--- src/rtl/rr_arbiter8_pkg.sv ---
// Shared constants and state encoding for the 8-way round-robin arbiter.
package rr_arbiter8_pkg;

    localparam int unsigned N                = 8;
    localparam int unsigned IDW              = 3;
    localparam int unsigned CNTW             = 8;
    localparam int unsigned MAX_HOLD_DEFAULT = 15;

    typedef enum logic [0:0] {
        ST_IDLE  = 1'b0,
        ST_GRANT = 1'b1
    } state_t;

endpackage

--- src/rtl/prio_enc8.sv ---
// Combinational 8-to-3 priority encoder; the lowest set index wins.
import rr_arbiter8_pkg::*;

module prio_enc8 (
    input  logic [N-1:0]   d,
    input  logic           en,
    output logic [IDW-1:0] a,
    output logic           v
);

    // Descending scan so the lowest set bit is written last.
    always_comb begin
        a = '0;
        v = en && (|d);
        if (en) begin
            for (int i = N - 1; i >= 0; i--) begin
                if (d[i]) a = IDW'(i);
            end
        end
    end

endmodule

--- src/rtl/rr_arbiter8.sv ---
// Round-robin arbiter for 8 requesters with a bounded hold time per grant.
import rr_arbiter8_pkg::*;

module rr_arbiter8 #(
    parameter int unsigned MAX_HOLD = MAX_HOLD_DEFAULT
) (
    input  logic           clk,
    input  logic           rst_n,
    input  logic           en,
    input  logic [N-1:0]   req,
    input  logic           owner_release,
    output logic [N-1:0]   gnt,
    output logic [IDW-1:0] gnt_id,
    output logic           gnt_valid,
    output logic           timeout
);

    state_t          state_q, state_d;
    logic [IDW-1:0]  ptr_q, ptr_d;
    logic [CNTW-1:0] cnt_q, cnt_d;
    logic [N-1:0]    gnt_d;
    logic [IDW-1:0]  gnt_id_d;
    logic            gnt_valid_d;
    logic            timeout_d;

    logic [N-1:0]    req_rot;
    logic [IDW-1:0]  enc_a;
    logic            enc_v;
    logic [IDW-1:0]  winner;
    logic            normal_exit;
    logic            hold_expired;

    // Rotate right by ptr so the search starts at ptr; map the result back.
    assign req_rot = (req >> ptr_q) | (req << (4'd8 - 4'(ptr_q)));
    assign winner  = enc_a + ptr_q;

    prio_enc8 u_enc (
        .d  (req_rot),
        .en (en),
        .a  (enc_a),
        .v  (enc_v)
    );

    assign normal_exit  = owner_release || !req[gnt_id] || !en;
    assign hold_expired = (cnt_q == CNTW'(MAX_HOLD - 1));

    always_comb begin
        state_d     = state_q;
        ptr_d       = ptr_q;
        cnt_d       = cnt_q;
        gnt_d       = gnt;
        gnt_id_d    = gnt_id;
        gnt_valid_d = gnt_valid;
        timeout_d   = 1'b0;

        case (state_q)
            ST_IDLE: begin
                gnt_d       = '0;
                gnt_valid_d = 1'b0;
                if (enc_v) begin
                    gnt_d       = N'(1) << winner;
                    gnt_id_d    = winner;
                    gnt_valid_d = 1'b1;
                    cnt_d       = '0;
                    state_d     = ST_GRANT;
                end
            end
            ST_GRANT: begin
                if (normal_exit || hold_expired) begin
                    gnt_d       = '0;
                    gnt_valid_d = 1'b0;
                    ptr_d       = gnt_id + IDW'(1);
                    timeout_d   = hold_expired && !normal_exit;
                    state_d     = ST_IDLE;
                end else begin
                    cnt_d = cnt_q + CNTW'(1);
                end
            end
            default: state_d = ST_IDLE;
        endcase
    end

    always_ff @(posedge clk) begin
        if (!rst_n) begin
            state_q   <= ST_IDLE;
            ptr_q     <= '0;
            cnt_q     <= '0;
            gnt       <= '0;
            gnt_id    <= '0;
            gnt_valid <= 1'b0;
            timeout   <= 1'b0;
        end else begin
            state_q   <= state_d;
            ptr_q     <= ptr_d;
            cnt_q     <= cnt_d;
            gnt       <= gnt_d;
            gnt_id    <= gnt_id_d;
            gnt_valid <= gnt_valid_d;
            timeout   <= timeout_d;
        end
    end

endmodule

--- config.mk ---
export PLATFORM = sky130hd
export DESIGN_NAME = rr_arbiter8
export DESIGN_NICKNAME = d
export VERILOG_FILES = /design/src/rtl/rr_arbiter8_pkg.sv /design/src/rtl/prio_enc8.sv /design/src/rtl/rr_arbiter8.sv
export SDC_FILE = /design/constraint.sdc
export NUM_CORES = 1
export LEC_CHECK = 0
export CORE_AREA = 2 2 70 85
export DETAILED_ROUTE_END_ITERATION = 10
export DIE_AREA = 0 0 72 87
export REMOVE_ABC_BUFFERS = 1
export SLEW_MARGIN = 20
export SYNTH_ARGS = -nofsm -noshare
export SYNTH_HDL_FRONTEND = slang
export SYNTH_SLANG_ARGS = --single-unit
--- constraint.sdc ---
create_clock -name clk -period 4.1 [get_ports clk]
set_input_delay 0.82 -clock clk [delete_from_list [all_inputs] [get_ports clk]]
set_output_delay 0.82 -clock clk [all_outputs]
set_load 0.01 [all_outputs]
======== Word-level counts from Yosys, hierarchy flattened ========
Index checks and enable logic that the tools add are counted.
word-level totals
  register bits after elaboration ......... 25
  bits in latches ......................... 0
  RAM bits ................................ 0
  memory bits (read-only) ................. 0
  bits of input ports ..................... 12
  output and inout port bits .............. 13
  word-level logic and storage cells ...... 56
  memories ................................ 0
operators by class
  add/sub/neg operators ................... 4
  $mul .................................... 0
  div/mod/pow operators ................... 0
  order comparisons ....................... 1
  equality and inequality tests ........... 4
  shift-type cells ........................ 3
  multiplexer cells ....................... 22
  bitwise operators ....................... 2
  reductions and logical operators ........ 13
operators by type and width
  kind                 number
  $mux 8               4
  $pmux 8 s2           2
  $mux 3               9
  $add 8x1->8 const B  1
  $eq 8x4->1 const B   1
  $or 8x8->8           1
  $reduce_or 8->1      1
  $shl 1x3->8 const A  1
  $shl 8x4->8          1
  $shr 8x3->8          1
  $reduce_and 2->1     3
  $lt 3x4->1 const B   1
  $mux 1               4
  $ne 2x2->1 const B   2
  $pmux 1 s2           2
  $sub 4x3->4 const A  1
  $add 3x1->3 const B  1
  $add 3x3->3          1
  $bmux 1 s3           1
  $logic_not 1->1      3
  $logic_or 1x1->1     3
  $reduce_and 3->1     1
  $logic_and 1x1->1    2
  $ne 2x1->1 const B   1
  $not 1->1            1

======== Depth between registers and ports, before layout ========
  word-level depth ........................ 16
  depth in mapped cells ................... 17
  depth with buffers taken out ............ 15

======== Modules after synthesis ========
From an unflattened synthesis, not the netlist that was laid out.
second synthesis, totals
  cells, all modules ...................... 230
  area total of the unflattened synthesis .. 1890.6 µm²
modules (own cells, without submodules)
  module       times used  cells each  area an instance (µm²)  seq. area each (µm²)
  rr_arbiter8  1           213         1794.2                  500.5
  prio_enc8    1           17          96.3                    0.0

======== Worst setup path before layout ========
No wires, ideal clock.
  path type ............................... reg-to-reg
  start point ............................. register ptr_q[0]
  end point ............................... register gnt[0]
  setup time .............................. 0.117 ns
  data arrival time ....................... 3.776 ns
  required time ........................... 3.983 ns
  setup slack ............................. 0.207 ns
  cell stages (with the launch flop) ...... 18
  buffers on the path ..................... 2
  period minus slack after synthesis ...... 3.893 ns
  cells stage by stage .................... dfxtp_1 > buf_6 > inv_2 > ha_1 > buf_6 > mux2_4 > mux2i_1 > o2bb2ai_1 > nor4_4 > a22oi_1 > o21a_1 > o22ai_1 > ha_1 > inv_1 > fa_1 > xnor2_1 > xnor2_2 > a32o_1
between the ends
  longest elaborated chain between the ends .. 16
  elaborated cells on any way between the ends .. 19
  those cells by class .................... add/sub: 2; shift: 3; mux: 11; bitwise: 1; reduce/logical: 2
ends and longest elaborated chain
  item                    RTL line           text
  start, declared         rr_arbiter8.sv:19  logic [IDW-1:0] ptr_q, ptr_d;
  start signal, assigned  rr_arbiter8.sv:94  ptr_q <= ptr_d;
  $sub 4x3->4             rr_arbiter8.sv:34  assign req_rot = (req >> ptr_q) | (req << (4'd8 - 4'(ptr_q)));
  $shl 8x4->8             rr_arbiter8.sv:34
  $or 8x8->8              rr_arbiter8.sv:34
  $mux 3 (8 in a row)     prio_enc8.sv:17    if (d[i]) a = IDW'(i);
  $mux 3                  prio_enc8.sv:15    if (en) begin
  $add 3x3->3             rr_arbiter8.sv:35  assign winner = enc_a + ptr_q;
  $shl 1x3->8             rr_arbiter8.sv:61  gnt_d = N'(1) << winner;
  $mux 8 *                rr_arbiter8.sv:60  if (enc_v) begin
  $pmux 8 s2 *            rr_arbiter8.sv:56  case (state_q)
  end signal, assigned    rr_arbiter8.sv:96  gnt <= gnt_d;
  end, declared           rr_arbiter8.sv:12  output logic [N-1:0] gnt,
Mark *: on every way between the ends. The rest lies on a longest branch, timed or not.
A chain may end at the register's enable or synchronous reset.

======== Final worst setup path ========
  start point ............................. input port req[1]
  end point ............................... register gnt[1]
between the ends
  longest elaborated chain between the ends .. 15
  elaborated cells on any way between the ends .. 25
  those cells by class .................... add/sub: 1; eq/ne: 1; shift: 3; mux: 13; bitwise: 1; reduce/logical: 6
ends and longest elaborated chain
  item                                        RTL line           text
  start, declared                             rr_arbiter8.sv:10  input logic [N-1:0] req,
  $shl 8x4->8 or $shr 8x3->8 (tied branches)  rr_arbiter8.sv:34
  $or 8x8->8                                  rr_arbiter8.sv:34
  $mux 3 (8 in a row)                         prio_enc8.sv:17
  $mux 3                                      prio_enc8.sv:15
  $add 3x3->3                                 rr_arbiter8.sv:35
  $shl 1x3->8                                 rr_arbiter8.sv:61
  $mux 8                                      rr_arbiter8.sv:60
  $pmux 8 s2                                  rr_arbiter8.sv:56
Parallel ways exist; a longest one is shown, timed or not. The select of a mux whose other input is x is not followed.

==> reports/results.ini <==
[outcome]
status = completed

[setup_path]
cpPeakStageDelay_ps = 500
rr_startpoint = ptr_q[1]
crit_type = in -> reg
worst-endpoint-required_ps = 4270
crit_chain = clkdlybuf4s50_1, mux2_4, mux2i_4, nor3_1, or4_1, a22oi_1, o21a_1, o22ai_1, ha_1, inv_1, fa_1, and3_1, a32o_1
crit_family = simple AND/OR/NAND/NOR gates
cp_slowest_cell = clkdlybuf4s50_1
startpoint_type = input pin
path_buf_inv = 2
crit_arrival_ps = 3990
r2r_cells = 15
crit_path_end_kind = flop
ff2ff_setup_slack_ps = 290
worstPathMaxFanout = 5
r2r_end = gnt[1]

[timing]
rsz0062_at_grt = no
fin_crit_sh = 0.933
tightest_slew_ps = 736
layout_min_cycle_time_ps = 3830
timing.final.hold_violations = 0
relSlewSlack = 0.509
finalWorstSetupSlack_ps = 275
maxSlewViolCount = 0
clock.fmax_mhz = 261
finClkSkew_ps = 11.1
setup_viol = 0

[floorplanning]
start_util = 0.381
rows = 30
coreArea_sq_um = 5520
die_w_microns = 72
ios = 25
die_area_sq_um = 6260
die_h_microns = 87

[place]
dp_hpwl_mm = 3.91
placed_area_sq_um = 2500
dp_worst_setup_slack_ps = -143
io_buffers = 24
gp_congestion = 0.911
place_inst = 328

[cts]
post_cts_buffers = 0
ctsHoldBuffers = 0
cts_tree = built
cts_num_sinks = 25
clkTransAtPathRegs_ps = 80
clockRootBuffer = clkbuf_8
htreeDepth = 1
clockBufferDepth = 2
clk_latency_ps = 280
cts_buffers = 3

[synthesis]
synth_top_cell_area_share = 0.238
synth_compound_area_frac = 0.251
synthTopCellsByCount = dfxtp_1 (25), nand2_1 (17), nor2_1 (12)
yosys-top-cells-area = dfxtp_1 (24%), mux2i_1 (4.8%), mux4_2 (4.3%)
synth_warnings = 0
ys_seq_elements = 25
ys_async_sr_fraction = 0
synth.mux.area_fraction = 0.140
synthMostInstantiatedCell = dfxtp_1
synth_top_family_by_area = compound AO/OA/AOI/OAI gates
synth_area_sq_um = 2100
synth_xor_area_frac = 0.0363
avgSynthCellArea_sq_um = 9.07
seq_area_frac_synth = 0.238
synthSimpleGateAreaFrac = 0.235
synth-main-ff-cell = dfxtp_1
synth_fa_ha_area_frac = 0.0393
synth_top_area_cell = dfxtp_1
synth_enable_flop_cells = 0
ys_types = 64
synthCells = 232

[drt]
vias = 1922
routed_wl_mm = 5.07
avgRoutedWirePerCell_microns = 15.3
vias_per_cell = 5.79
drtPass1Iterations = 4
drt_iter0_drc = 95
drc = 0
ant_nets = 0

[global_route]
grt_pass1_wl_mm = 8.22
grt.total_usage = 0.163
grt_pass1_vias = 1655
grt_max_degree = 30
grt_antenna_before_repair = 0
grt_overflow = 0

[pwr]
total_power_uw = 708
p_leak_nw = 0.923
p_per_area_nw_per_um2 = 276
vdd_drop_max_mv = 0.119

[cells_and_area]
stdcell_area_sq_um = 2560
diodes = 0
final_util = 0.465
drive_above_1_share = 0.216
fin_cells = 332
final.fill_count = 538
final_nets = 287
area_growth_pct = 22.0

[min_path]
hp-class = reg -> reg
holdPathEnd = gnt_valid
hold_depth = 2
hp-start = gnt_valid

[flow_run]
drv_cap = 0

## per-stage QoR
| stage | hold WS, ps | setup TNS [ps] |
|---|---|---|
| finish | 460 | 0 |
| floorplan | 444 | -4820 |
| detailed placement | 451 | -752 |
| global route | 492 | 0 |
| global placement | 446 | -847 |
| CTS | 463 | 0 |
## layer usage
metal,vias up,GRT usage,part of all wire
met2,39,0.286,0.49
met3,7,0.0116,0.030
li1,957,-,-
met5,-,0,0
met4,0,0.0532,0.015
met1,919,0.212,0.46
## report_power, final
group	leakage (nW)	internal, mW	total (mW)	switching, mW
Sequential	0.203	0.252	0.265	0.0129
Combinational	0.694	0.142	0.294	0.151
Clock	0.0255	0.0681	0.149	0.0805
## sequential cells by signal, indices dropped and copies added (netlist names)
register   flops
ptr_q          3
gnt_valid      1
gnt_id         3
timeout        1
cnt_q          8
state_q        1
gnt            8
## worst min-delay path: stages, from the launching register on
cell,delay (ps)
dfxtp_1,310
nand2_1,50
a21oi_1,50
## kinds of logic (layout without fill, tap and decap cells)
kind of cell	count (synthesis)	count (layout)
buffers and inverters	23	59
adders and majority gates	6	6
AOI/OAI and AO/OA	64	64
and+or+nand+nor	85	85
xor gates and xnor gates	7	7
muxes	22	22
DFF	25	25
## worst max path at each step
stage,cells past startpoint,to,startpoint
4_1_cts,15,gnt[1],ptr_q[1]
5_1_grt,15,gnt[5],ptr_q[1]
6_report,13,gnt[1],req[1]
2_1_floorplan,15,gnt[0],ptr_q[0]
3_3_place_gp,13,gnt[5],req[1]
3_5_place_dp,13,gnt[1],req[1]
## timing repair
action / CTS / global route
hold endpoints to repair: 0 / 0
gates resized for setup: 0 / 4
endpoints found under the setup margin: 0 / 9
## layout make-up
type | count | area [sq um] | share of cell area
clock buffers | 3 | 41.3 | 0.0161
well taps | 64 | 80.1 | 0.0312
inverters | 9 | 33.8 | 0.0132
flip-flops and latches | 25 | 500 | 0.195
multi-input cells | 184 | 1500 | 0.584
clock inverters | 1 | 5.00 | 0.00195
repair buffers | 46 | 405 | 0.158
## layout by cell type (no fill, tap or decap), types with 9 or more instances in the layout
cell type	n
a21oi_1	11
buf_4	22
clkdlybuf4s50_1	24
dfxtp_1	25
mux2i_1	9
nand2_1	17
nor2_1	12
nor3_1	10
(Power assumes the default switching activity.)
